## config.mk

```make
export PLATFORM = sky130hd
export DESIGN_NAME = csr_encoder
export DESIGN_NICKNAME = d
export VERILOG_FILES = /design/src/rtl/csr_encoder.sv
export SDC_FILE = /design/constraint.sdc
export NUM_CORES = 1
export LEC_CHECK = 0
export CORE_MARGIN = 5
export CORE_UTILIZATION = 30
export DETAILED_ROUTE_END_ITERATION = 6
export DONT_BUFFER_PORTS = 1
export HOLD_SLACK_MARGIN = 0.05
export PLACE_DENSITY = 0.53
export SETUP_SLACK_MARGIN = 0.2
export SLEW_MARGIN = 10
export SYNTH_ARGS = -nofsm -noshare
export SYNTH_HDL_FRONTEND = slang
export SYNTH_SLANG_ARGS = --single-unit
export TNS_END_PERCENT = 1
```

## constraint.sdc

```tcl
create_clock -name clk -period 4.4 [get_ports clk]
set_input_delay 1.32 -clock clk [delete_from_list [all_inputs] [get_ports clk]]
set_output_delay 1.32 -clock clk [all_outputs]
set_load 0.02 [all_outputs]
```

## src/rtl/csr_encoder.sv

```systemverilog
// Sparse-row encoder: scans dense rows one column per cycle and packs the nonzeros
// into CSR arrays (col_idx, value, node_info) that are presented once per frame.
module csr_encoder #(
  parameter int unsigned DATA_WIDTH      = 8,
  parameter int unsigned H_NUM_OF_COLS   = 5,
  parameter int unsigned COL_INDEX_SIZE  = 8,
  parameter int unsigned VALUE_SIZE      = COL_INDEX_SIZE,
  parameter int unsigned NODE_INFO_SIZE  = 5,
  parameter int unsigned COL_IDX_WIDTH   = $clog2(H_NUM_OF_COLS),
  parameter int unsigned INDEX_WIDTH     = $clog2(COL_INDEX_SIZE),
  parameter int unsigned ROW_LEN_WIDTH   = $clog2(H_NUM_OF_COLS),
  parameter int unsigned NODE_INFO_WIDTH = INDEX_WIDTH + ROW_LEN_WIDTH + 1
) (
  input  logic                       clk,
  input  logic                       rst_n,
  input  logic                       row_valid_i,
  output logic                       row_ready_o,
  input  logic                       row_last_i,
  input  logic [DATA_WIDTH-1:0]      row_i       [0:H_NUM_OF_COLS-1],
  output logic                       h_valid_o,
  output logic [COL_IDX_WIDTH-1:0]   col_idx_o   [0:COL_INDEX_SIZE-1],
  output logic [DATA_WIDTH-1:0]      value_o     [0:VALUE_SIZE-1],
  output logic [NODE_INFO_WIDTH-1:0] node_info_o [0:NODE_INFO_SIZE-1],
  output logic                       overflow_o
);

  localparam int unsigned NnzW = $clog2(COL_INDEX_SIZE + 1);
  localparam int unsigned RowW = $clog2(NODE_INFO_SIZE + 1);
  localparam logic [NnzW-1:0]          NnzMax  = NnzW'(COL_INDEX_SIZE);
  localparam logic [RowW-1:0]          RowMax  = RowW'(NODE_INFO_SIZE);
  localparam logic [COL_IDX_WIDTH-1:0] LastCol = COL_IDX_WIDTH'(H_NUM_OF_COLS - 1);

  typedef enum logic [1:0] {StIdle, StScan, StDone} state_e;

  state_e                     state_q, state_d;
  logic [DATA_WIDTH-1:0]      row_q [0:H_NUM_OF_COLS-1];
  logic                       last_q;
  logic [INDEX_WIDTH-1:0]     index_q;
  logic [NnzW-1:0]            nnz_q;
  logic [RowW-1:0]            row_cnt_q;
  logic [COL_IDX_WIDTH-1:0]   col_q;
  logic [ROW_LEN_WIDTH-1:0]   len_q;
  logic                       ovf_q;
  logic [COL_IDX_WIDTH-1:0]   col_idx_q   [0:COL_INDEX_SIZE-1];
  logic [DATA_WIDTH-1:0]      value_q     [0:VALUE_SIZE-1];
  logic [NODE_INFO_WIDTH-1:0] node_info_q [0:NODE_INFO_SIZE-1];

  logic                     accept;
  logic [DATA_WIDTH-1:0]    elem;
  logic                     nonzero;
  logic                     store;
  logic                     drop;
  logic                     col_end;
  logic [ROW_LEN_WIDTH-1:0] len_end;

  always_comb begin
    accept  = (state_q == StIdle) && row_valid_i;
    elem    = row_q[col_q];
    nonzero = |elem;
    store   = (state_q == StScan) && nonzero && (nnz_q < NnzMax);
    drop    = (state_q == StScan) && nonzero && !(nnz_q < NnzMax);
    col_end = (state_q == StScan) && (col_q == LastCol);
    // Row length includes the element stored on the final column cycle.
    len_end = len_q + ROW_LEN_WIDTH'(store);
  end

  always_comb begin
    state_d     = state_q;
    row_ready_o = 1'b0;
    h_valid_o   = 1'b0;
    unique case (state_q)
      StIdle: begin
        row_ready_o = 1'b1;
        if (row_valid_i) state_d = StScan;
      end
      StScan: begin
        if (col_q == LastCol) state_d = last_q ? StDone : StIdle;
      end
      StDone: begin
        h_valid_o = 1'b1;
        state_d   = StIdle;
      end
      default: state_d = StIdle;
    endcase
  end

  always_ff @(posedge clk or negedge rst_n) begin
    if (!rst_n) state_q <= StIdle;
    else        state_q <= state_d;
  end

  always_ff @(posedge clk or negedge rst_n) begin
    if (!rst_n) begin
      for (int c = 0; c < H_NUM_OF_COLS; c++) row_q[c] <= '0;
      for (int i = 0; i < COL_INDEX_SIZE; i++) col_idx_q[i] <= '0;
      for (int i = 0; i < VALUE_SIZE; i++) value_q[i] <= '0;
      for (int i = 0; i < NODE_INFO_SIZE; i++) node_info_q[i] <= '0;
      last_q    <= 1'b0;
      index_q   <= '0;
      nnz_q     <= '0;
      row_cnt_q <= '0;
      col_q     <= '0;
      len_q     <= '0;
      ovf_q     <= 1'b0;
    end else begin
      if (accept) begin
        row_q   <= row_i;
        last_q  <= row_last_i;
        index_q <= nnz_q[INDEX_WIDTH-1:0];
        col_q   <= '0;
        len_q   <= '0;
        // First row of a frame wipes the previous frame's results.
        if (row_cnt_q == '0) begin
          for (int i = 0; i < COL_INDEX_SIZE; i++) col_idx_q[i] <= '0;
          for (int i = 0; i < VALUE_SIZE; i++) value_q[i] <= '0;
          for (int i = 0; i < NODE_INFO_SIZE; i++) node_info_q[i] <= '0;
          ovf_q <= 1'b0;
        end
      end
      if (state_q == StScan) begin
        col_q <= col_q + COL_IDX_WIDTH'(1);
        if (store) begin
          col_idx_q[nnz_q[INDEX_WIDTH-1:0]] <= col_q;
          value_q[nnz_q[INDEX_WIDTH-1:0]]   <= elem;
          nnz_q <= nnz_q + NnzW'(1);
          len_q <= len_q + ROW_LEN_WIDTH'(1);
        end
        if (drop) ovf_q <= 1'b1;
        if (col_end) begin
          if (row_cnt_q < RowMax) begin
            node_info_q[row_cnt_q] <= {index_q, len_end, last_q};
          end else begin
            ovf_q <= 1'b1;
          end
          // Saturate so very long frames never alias back to a frame start.
          if (row_cnt_q != RowMax) row_cnt_q <= row_cnt_q + RowW'(1);
        end
      end
      if (state_q == StDone) begin
        row_cnt_q <= '0;
        nnz_q     <= '0;
      end
    end
  end

  assign col_idx_o   = col_idx_q;
  assign value_o     = value_q;
  assign node_info_o = node_info_q;
  assign overflow_o  = ovf_q;

endmodule

```

==> run metrics <==
number of synthesized flops with an enable pin=0; prevailing post-synth register cell=dfrtp_1; ranking of synthesized cells by area=dfrtp_1 56%, mux2i_1 12%, nand2_1 8.2%, mux2_2 7.3%, o21ai_0 2.3%; number of setup buffers added after CTS=0; number of warnings reported in the yosys synthesis log=0; average routed wire per standard cell=20.5 um; proportion of power drawn by the clock network=0.228; share of synthesized area occupied by flip-flops and latches=0.563; number of max-slew violations in the final report=0; residual overflow from global routing=0; area overhead of the layout relative to synthesis=12.5%; slowest cell delay on critical path=0.43 ns; pwr dens=between 700 and 800 nW/um^2; element type at the critical path start=flop; Final ANT Viol Nets=0; dominant cell type by area after synthesis=dfrtp_1; number of optimization iterations in the first detailed-route pass=4; Crit Path Max Fanout=16; Floorplan Core Area=26800 um^2; worst slew margin relative to its limit=0.216; setup slack of the worst register-to-register path=1.03 ns; Period Utilization, post-route=0.767; most used standard cells in the synthesized netlist=183 x dfrtp_1, 178 x nand2_1, 101 x mux2i_1; timing-limited maximum frequency=296 MHz; RSZ-0062 raised after global routing=no; ordered cell list for the critical path=buf_4 -> mux2_2 -> a22oi_1 -> o22ai_1 -> a2111oi_4 -> buf_4 -> a21oi_1 -> ha_1 -> ha_1 -> xnor2_1 -> mux2i_1; DRC marker count from the first detailed-route iteration=370; remaining design rule violation count=0; wire length reported by the detailed router=22000 um; post-route worst setup slack=1.03 ns; launch point of the worst reg-to-reg path=col_q[2]; logic gate share of total power=0.339; final setup fails=0; # Max-Cap Violations=0; Rows=60; total via count after detailed routing=5263; detail-routed via count per cell=4.89; Total Neg Setup Slack=0 ns; share of synthesized registers carrying an async set or reset=1.00; Resized Gates After CTS=0; vias in the first global route=5300; Die X=175 um; status=completed; number of nets produced by synthesis=785; clock tree from TritonCTS=yes; Final Non-Filler Cells=1076; switching power as a share of total power=0.424; Die Height=175 um; FF+latch count, synth=around 180; ports placed on the boundary=170; slew at the pin closest to its max-slew limit=1.18 ns; min cycle time layout=3.37 ns; total of fill cells in the finished design=2640; slowest cell on the critical path=dfrtp_1; Inserted Clock Buffers=17; first-pass GRT wire length=34000 um; TritonCTS sink count=~180; initial antenna violation count=6; Synth Cell Area=~8100 um^2; worst reg2reg endpoint=node_info_o[3]; Psw=2.91 mW; initial standard-cell utilization of the core=0.304; weighted congestion reported at the end of routability-driven placement=0.810; Layout Nets=between 700 and 800; full die area=30500 um^2; reg2reg path depth=11; Max rail drop VDD=0.000365 V; final non-filler cell area=about 9000 um^2; clock transition time at the flip-flop clock pins of the worst setup and hold paths=roughly 0.07 ns; antenna diode count=0; placed cell count=~1000; clock latency of the later-clocked register in the worst-skew pair=about 0.43 ns; pin count of the biggest net entering global routing=between 150 and 200; worst setup path startpoint=col_q[2]; final cell utilization of the core=0.341; most frequent cell after synthesis=dfrtp_1; kind of critical path=reg -> reg; maximum clock insertion buffer count=2; CTS H-Tree Depth=4; CP Data Required Time=4.69 ns; root buffer cell=clkbuf_16; CP Data Arrival Time=3.66 ns; post-synthesis cell count=around 730; cts hold-fix bufs=0; fraction of synthesized cell area taken by the top area cell type=0.563; unique cell type count in the Yosys netlist=48; Hold/Removal Path Class=reg -> reg; mean area per synthesized cell=11.2 um^2; sequential fraction of design power=0.433; tightest hold margin=0.504 ns; proportion of layout cells with a drive suffix above 1=0.156; all-layer global routing usage=0.143; cell area after placement=8550 um^2; post-route clock skew=around 0.016 ns; pre-CTS WS=1.05 ns; worst setup path endpoint=node_info_o[3]; Internal=3.95 mW; total power after layout=between 6 and 7 mW; hpwl dp=14800 um; endpoint type of the worst setup path=flop; quantity of I/O buffers inserted on ports=0; final hold violation count=0; Leak Pwr=3.86 nW
## registers in the layout, summed over array words and instances (netlist names)
| name | count |
|---|---|
| nnz_q | 4 |
| value_o | 64 |
| overflow_o | 1 |
| col_idx_o | 24 |
| row_cnt_q | 3 |
| col_q | 3 |
| state_q | 2 |
| len_q | 3 |
| node_info_o | 35 |
| last_q | 1 |
| row_q | 40 |
| index_q | 3 |
## how the worst min path moves through the flow
| stage | from | end | slack, ns | cells past startpoint |
|---|---|---|---|---|
| after global placement | row_q[32] | row_q[32] | 0.49 | 1 |
| after detailed placement | row_q[32] | row_q[32] | 0.49 | 1 |
| final | row_q[32] | row_q[32] | 0.50 | 1 |
| after floorplan | row_q[32] | row_q[32] | 0.47 | 1 |
| after global routing | row_q[32] | row_q[32] | 0.53 | 1 |
| after CTS | row_q[32] | row_q[32] | 0.51 | 1 |
## cell families after synthesis
group | Yosys count | synth area share
buffers and inverters | 58 | 0.0300
AO/OA/AOI/OAI | 89 | 0.0695
adder cells (fa/ha/maj) | 12 | 0.0185
multiplexers | 155 | 0.199
AND/OR/NAND/NOR | 229 | 0.117
flip-flops | 183 | 0.563
XOR/XNOR | 3 | 0.00323
## critical path, delay by kind of cell (launching register included)
family / cells / cell delay (ns)
AOI/OAI and AO/OA: 4 / 0.95
buffers and inverters: 2 / 0.54
xor gates and xnor gates: 1 / 0.37
muxes: 2 / 0.52
adders and majority gates: 2 / 0.42
DFF: 1 / 0.43
## layout make-up
| class | count | area, um^2 | area share |
|---|---|---|---|
| clock buffer | 18 | 429 | 0.0469 |
| clock inverter | 14 | 168 | 0.0183 |
| inverter | 11 | 41.3 | 0.00451 |
| multi-input combinational | 488 | 3330 | 0.364 |
| sequential | 183 | 4580 | 0.501 |
| tap | 341 | 427 | 0.0466 |
| timing repair buffer | 21 | 170 | 0.0186 |
## placed cells by master, fill, tap and decap left out, types with 5 or more instances in the layout
master	count
a211oi_1	5
a21oi_1	19
buf_4	20
clkbuf_16	17
dfrtp_1	183
ha_1	12
inv_1	10
mux2_2	53
mux2i_1	101
nand2_1	177
nand3_1	14
nor2_1	13
nor2b_1	5
o21ai_0	37
## power groups by stage
| stage | registers, mW | clock network, mW | logic [mW] |
|---|---|---|---|
| floorplan | 2.76 | 0 | 1.71 |
| global placement | 3.02 | 0 | 2.34 |
| detailed placement | 3.01 | 0 | 2.36 |
| CTS | 2.98 | 1.62 | 2.37 |
| global route | 3.04 | 1.68 | 2.56 |
| finish | 2.97 | 1.56 | 2.33 |
## layer usage
metal | wire (um) | global-route usage | vias to the layer above
li1 | - | - | 2487
met4 | 196 | 0.0314 | 12
met3 | 1550 | 0.0541 | 25
met5 | 76 | 0 | -
met2 | 10300 | 0.222 | 134
met1 | 9970 | 0.192 | 2605
Power figures use the tool's default switching activity.
